==> src/rtl/fft_pkg.sv <==
// Shared FFT types and sizes, imported by the FFT core and its sample loader.
package fft_pkg;
   localparam int SAMPLE_W        = 9;
   localparam int NPOINT          = 8;
   localparam int WORDS_PER_FRAME = 2 * NPOINT;
   localparam int WCNT_W          = $clog2(WORDS_PER_FRAME);

   typedef logic signed [SAMPLE_W-1:0] sample_t;
   typedef logic [WCNT_W-1:0]          wcnt_t;

   typedef struct packed {
      sample_t re;
      sample_t im;
   } cplx_t;

   localparam wcnt_t LAST_WORD = wcnt_t'(WORDS_PER_FRAME - 1);
endpackage

==> src/rtl/fft_frame_reg.sv <==
// 16-word register bank: one indexed word write per cycle, whole frame readable at once.
module fft_frame_reg
   import fft_pkg::*;
(
   input  logic                             clk,
   input  logic                             rst_n,
   input  logic                             wr_en,
   input  wcnt_t                            wr_idx,
   input  sample_t                          wr_data,
   output sample_t [WORDS_PER_FRAME-1:0]    rd_frame
);

   sample_t [WORDS_PER_FRAME-1:0] mem_q, mem_d;

   always_comb begin
      mem_d = mem_q;
      if (wr_en) mem_d[wr_idx] = wr_data;
   end

   always_ff @(posedge clk or negedge rst_n) begin
      if (!rst_n) mem_q <= '0;
      else        mem_q <= mem_d;
   end

   assign rd_frame = mem_q;

endmodule

==> src/rtl/fft_sample_loader.sv <==
// Double-buffered front-end: serial re/im words fill a shadow frame, which is copied to the
// FFT input registers once the previous frame has been held long enough. Optional FFT_LOADER_FRAME_ERR_EN adds in_first resync.
module fft_sample_loader
   import fft_pkg::*;
#(
   parameter int HOLD_CYCLES = 4
)(
   input  logic    clk,
   input  logic    rst,
   input  logic    in_valid,
   output logic    in_ready,
   input  sample_t in_data,
`ifdef FFT_LOADER_FRAME_ERR_EN
   input  logic    in_first,
   output logic    frame_err,
`endif
   output sample_t x0_re,
   output sample_t x0_im,
   output sample_t x1_re,
   output sample_t x1_im,
   output sample_t x2_re,
   output sample_t x2_im,
   output sample_t x3_re,
   output sample_t x3_im,
   output sample_t x4_re,
   output sample_t x4_im,
   output sample_t x5_re,
   output sample_t x5_im,
   output sample_t x6_re,
   output sample_t x6_im,
   output sample_t x7_re,
   output sample_t x7_im,
   output logic    frame_valid
);

   localparam logic [7:0] HOLD_LD = 8'(HOLD_CYCLES);

   wcnt_t                         wcnt_q, wcnt_d;
   logic                          shadow_full_q, shadow_full_d;
   logic [7:0]                    hold_q, hold_d;
   logic                          frame_valid_q, frame_valid_d;
   cplx_t [NPOINT-1:0]            out_q, out_d;
   logic                          accept, transfer, wr_en;
   wcnt_t                         wr_idx;
   sample_t [WORDS_PER_FRAME-1:0] shadow;
`ifdef FFT_LOADER_FRAME_ERR_EN
   logic                          frame_err_q, frame_err_d;
`endif

   // in_ready is the inverse of a flop, so it is already registered
   assign in_ready = !shadow_full_q;
   assign accept   = in_valid && in_ready;
   assign transfer = shadow_full_q && (hold_q == '0);

   fft_frame_reg u_shadow (
      .clk      (clk),
      .rst_n    (rst),
      .wr_en    (wr_en),
      .wr_idx   (wr_idx),
      .wr_data  (in_data),
      .rd_frame (shadow)
   );

   always_comb begin
      wcnt_d        = wcnt_q;
      shadow_full_d = shadow_full_q;
      hold_d        = (hold_q != '0) ? hold_q - 8'd1 : 8'd0;
      out_d         = out_q;
      frame_valid_d = transfer;
      wr_en         = 1'b0;
      wr_idx        = wcnt_q;
`ifdef FFT_LOADER_FRAME_ERR_EN
      frame_err_d   = 1'b0;
`endif
      if (transfer) begin
         for (int i = 0; i < NPOINT; i++) begin
            out_d[i].re = shadow[2*i];
            out_d[i].im = shadow[2*i+1];
         end
         shadow_full_d = 1'b0;
         hold_d        = HOLD_LD;
      end
      // accept implies the shadow is empty, so it never collides with a transfer
      if (accept) begin
         wr_en  = 1'b1;
         wcnt_d = wcnt_q + 1'b1;
         if (wcnt_q == LAST_WORD) shadow_full_d = 1'b1;
`ifdef FFT_LOADER_FRAME_ERR_EN
         if (in_first && (wcnt_q != '0)) begin
            frame_err_d   = 1'b1;
            wr_idx        = '0;
            wcnt_d        = wcnt_t'(1);
            shadow_full_d = 1'b0;
         end else if (!in_first && (wcnt_q == '0)) begin
            frame_err_d   = 1'b1;
            wr_en         = 1'b0;
            wcnt_d        = '0;
         end
`endif
      end
   end

   always_ff @(posedge clk or negedge rst) begin
      if (!rst) begin
         wcnt_q        <= '0;
         shadow_full_q <= 1'b0;
         hold_q        <= '0;
         frame_valid_q <= 1'b0;
         out_q         <= '0;
`ifdef FFT_LOADER_FRAME_ERR_EN
         frame_err_q   <= 1'b0;
`endif
      end else begin
         wcnt_q        <= wcnt_d;
         shadow_full_q <= shadow_full_d;
         hold_q        <= hold_d;
         frame_valid_q <= frame_valid_d;
         out_q         <= out_d;
`ifdef FFT_LOADER_FRAME_ERR_EN
         frame_err_q   <= frame_err_d;
`endif
      end
   end

`ifdef FFT_LOADER_FRAME_ERR_EN
   assign frame_err = frame_err_q;
`endif
   assign frame_valid = frame_valid_q;
   assign x0_re = out_q[0].re;
   assign x0_im = out_q[0].im;
   assign x1_re = out_q[1].re;
   assign x1_im = out_q[1].im;
   assign x2_re = out_q[2].re;
   assign x2_im = out_q[2].im;
   assign x3_re = out_q[3].re;
   assign x3_im = out_q[3].im;
   assign x4_re = out_q[4].re;
   assign x4_im = out_q[4].im;
   assign x5_re = out_q[5].re;
   assign x5_im = out_q[5].im;
   assign x6_re = out_q[6].re;
   assign x6_im = out_q[6].im;
   assign x7_re = out_q[7].re;
   assign x7_im = out_q[7].im;

endmodule

==> config.mk <==
export PLATFORM = sky130hd
export DESIGN_NAME = fft_sample_loader
export DESIGN_NICKNAME = d
export VERILOG_FILES = /design/src/rtl/fft_pkg.sv /design/src/rtl/fft_frame_reg.sv /design/src/rtl/fft_sample_loader.sv
export SDC_FILE = /design/constraint.sdc
export NUM_CORES = 1
export LEC_CHECK = 0
export CAP_MARGIN = 10
export CORE_MARGIN = 2
export CORE_UTILIZATION = 55
export DETAILED_ROUTE_END_ITERATION = 7
export PLACE_DENSITY = 0.77
export SYNTH_ARGS = -nofsm -noshare
export SYNTH_HDL_FRONTEND = slang
export SYNTH_SLANG_ARGS = --single-unit
==> constraint.sdc <==
create_clock -name clk -period 2.2 [get_ports clk]
set_clock_uncertainty 0.15 [all_clocks]
set_input_delay 0.44 -clock clk [delete_from_list [all_inputs] [get_ports clk]]
set_output_delay 0.44 -clock clk [all_outputs]
set_load 0.02 [all_outputs]
==> results of run 1 <==
## through the flow
step | TNS, ns | worst slack (ns) | power, mW | utilization (%) | hold WS (ns)
2_1_floorplan | 0 | 0.301 | 11.5 | - | -0.00559
3_3_place_gp | -2.38 | -0.0883 | 13.6 | 65.9 | 0.272
3_5_place_dp | -2.84 | -0.0981 | 14.0 | 65.9 | 0.278
4_1_cts | 0 | 0.0121 | 19.7 | 71.3 | 0.303
5_1_grt | 0 | 0.00609 | 20.5 | 71.4 | 0.323
6_report | 0 | 0.0452 | 19.6 | 71.4 | 0.282
## routing by layer
metal  vias to the layer above  share of wire (%)  track usage [%]
met2                       159                 50             39.5
met3                        44                3.9             3.12
met4                         0                2.3             6.00
li1                       2828                  -                -
met1                      3407                 44             32.3
met5                         -                  0                0
## state kept, by name (all words and copies together) (netlist names), 9 cells and up
| signal | count |
|---|---|
| u_shadow.rd_frame | 144 |
| x0_im | 9 |
| x0_re | 9 |
| x1_im | 9 |
| x1_re | 9 |
| x2_im | 9 |
| x2_re | 9 |
| x3_im | 9 |
| x3_re | 9 |
| x4_im | 9 |
| x4_re | 9 |
| x5_im | 9 |
| x5_re | 9 |
| x6_im | 9 |
| x6_re | 9 |
| x7_im | 9 |
| x7_re | 9 |
## layout make-up
class                           instances  area, um^2
Inverter                                7        28.8
Multi-Input combinational cell        350        3710
Tap cell                              275         344
Sequential cell                       302        7560
Timing Repair Buffer                  200        2140
Clock inverter                         16         263
Clock buffer                           40         870
Fill cell                            1343        5980
## logic make-up (layout without fill, tap and decap cells)
logic type	Yosys count	in the layout	share of synthesized area [%]
and+or+nand+nor	43	43	2.44
adders and majority gates	6	6	0.647
muxes	291	291	28.2
xor gates and xnor gates	6	6	0.453
DFF	302	302	65.1
buffers and inverters	39	263	2.93
AOI/OAI and AO/OA	4	4	0.183
## placed cells by master, fill, tap and decap left out, drive strengths merged, types with 2 or more instances in the layout
master         count
o21ai              2
inv                7
clkbuf            40
mux2             291
nand3              3
clkinvlp           3
dfrtp            302
ha                 6
bufinv             7
nand2              5
clkinv             6
nand2b             2
xnor2              6
and4b              2
buf               43
dlymetal6s2s       4
clkdlybuf4s50    151
nor2              17
nor3b              3
nand3b             3
## power by group
part	internal, mW	switching [mW]
registers	7.54	1.26
clock network	3.59	2.10
logic	2.85	2.23
## repair_timing
item | in CTS | in global routing
endpoints found under the hold margin | 52 | 0
pin swaps | 0 | 0
setup endpoints to repair | 1 | 4
gates resized for setup | 1 | 4
setup buffers | 0 | 0
hold buffers | 1 | 0
## how the worst min path moves through the flow
stage          from                                 to  slack [ns]  depth (start not counted)
6_report        rst  u_shadow.rd_frame[29]$_DFFE_PN0P_        0.28                          2
2_1_floorplan   rst              frame_valid$_DFF_PN0_      -0.006                          0
3_5_place_dp    rst  u_shadow.rd_frame[29]$_DFFE_PN0P_        0.28                          1
4_1_cts         rst  u_shadow.rd_frame[29]$_DFFE_PN0P_        0.30                          2
5_1_grt         rst  u_shadow.rd_frame[31]$_DFFE_PN0P_        0.32                          2
3_3_place_gp    rst               x1_im[2]$_DFFE_PN0P_        0.27                          1
==> metrics, run 1 <==
die footprint 22,300 um^2; Required @ worst endpoint 1.61 ns; asr flop ratio synth 100%; Worst R2R End x1_re[8]$_DFFE_PN0P_; Post-Syn Nets between 700 and 800; area delta synth->final 28.4%; WL/cell 21.2 um; Crit Path Class reg -> out; Synth top cells by count 302 x dfrtp_1, 192 x mux2_2, 99 x mux2_1; Crit path max-delay family buffers and inverters; layout cells sized above 1 32.9%; Final #Nets between 900 and 1,000; CP endpoint kind primary output; Critical R2R Launch hold_q[0]$_DFF_PN0_; Fmax 464 MHz; syn avg cell area between 15 and 20 um^2; Syn Inst Count roughly 700; first-pass GRT wire length 40.0 mm; Max stage delay cell, worst path clkdlybuf4s50_1; status complete, no violations; Leak around 7.1 nW; fin crit period 2.15 ns; pwr dens ~1300 nW/um^2; post-route insts no fill about 1,200; period utilization 97.9%; measured slew at the worst slew-check pin between 0.5 and 0.6 ns; Root Buffer clkbuf_16; IR drop worst, VDD 0.000754 V; synth warn 0; Die X 149 um; Max H-tree Level 1; ordered list of cells on the worst path clkdlybuf4s50_1; # rows 53; Synth top area share 65.1%; first-pass iteration count of the detailed router 4; Clk Latency, worst-skew pair 0.54 ns; area of the core between 20,000 and 25,000 um^2; clock sink count ~300; ant diodes 0; max-cap violation count 0; Num CTS Buffers 30; Critical Path Stages 1; placed cell area roughly 14,000 um^2; Seq cells post-synth 302; global route total overflow 0; Yosys top cell by area dfrtp_1; io pins 158; max-slew violations 0; largest net degree at the start of global routing 62; ANT nets after route 0; GRT Total Usage about a quarter; residual DRC count 0; Initial Utilization 55.6%; CTS tree done; final setup violating endpoints 0; top cells by area, synth dfrtp_1 65%, mux2_2 19%, mux2_1 9.6%; vias per inst between 5 and 6; maximum cell stage delay along the critical path 0.63 ns; FF-to-FF path depth 7; DRT iter0 DRCs 301; Via Count 6,438; worst min path class in -> async; clk buf depth 3; Cells after DPL between 1,000 and 1,500; Worst slew margin 65.7%; R2R setup slack 0.12 ns; vias in the first global route 6,968; element type at the critical path start flip-flop; Hold Fails Final Rpt 0; Syn Std Cell Area 11,600 um^2; unique cell type count in the Yosys netlist 31; post-DP HPWL about 16 mm; number of flops mapped to enable cells by yosys 0; Seq/Total Area, Yosys roughly 65%; CP Data Arrival Time 1.56 ns; fin area approximately 15,000 um^2; routability cong. between 0.7 and 0.8; crit path to x1_re[8]; most common cell in the synthesized netlist dfrtp_1; Critical path origin x1_re[8]$_DFFE_PN0P_; main flop type after synthesis dfrtp_1; Die H 149 um; Routed WL 25.3 mm; clock-pin slew on the worst setup and hold paths 0.06 ns; Port Buffers 157; CP max FO 2; antenna violations before repair 0; CP bufs+invs 1; RSZ-0062 raised after global routing false
Power figures use the tool's default switching activity.
==> inputs of run 2 (changes only) <==
--- a/config.mk
+++ b/config.mk
@@ -9,6 +9,7 @@
 export CORE_MARGIN = 2
 export CORE_UTILIZATION = 55
 export DETAILED_ROUTE_END_ITERATION = 7
+export GPL_ROUTABILITY_DRIVEN = 0
 export PLACE_DENSITY = 0.77
 export SYNTH_ARGS = -nofsm -noshare
 export SYNTH_HDL_FRONTEND = slang
==> results of run 2 <==
Final layout, timing and power as in run 1 (identical DEF).
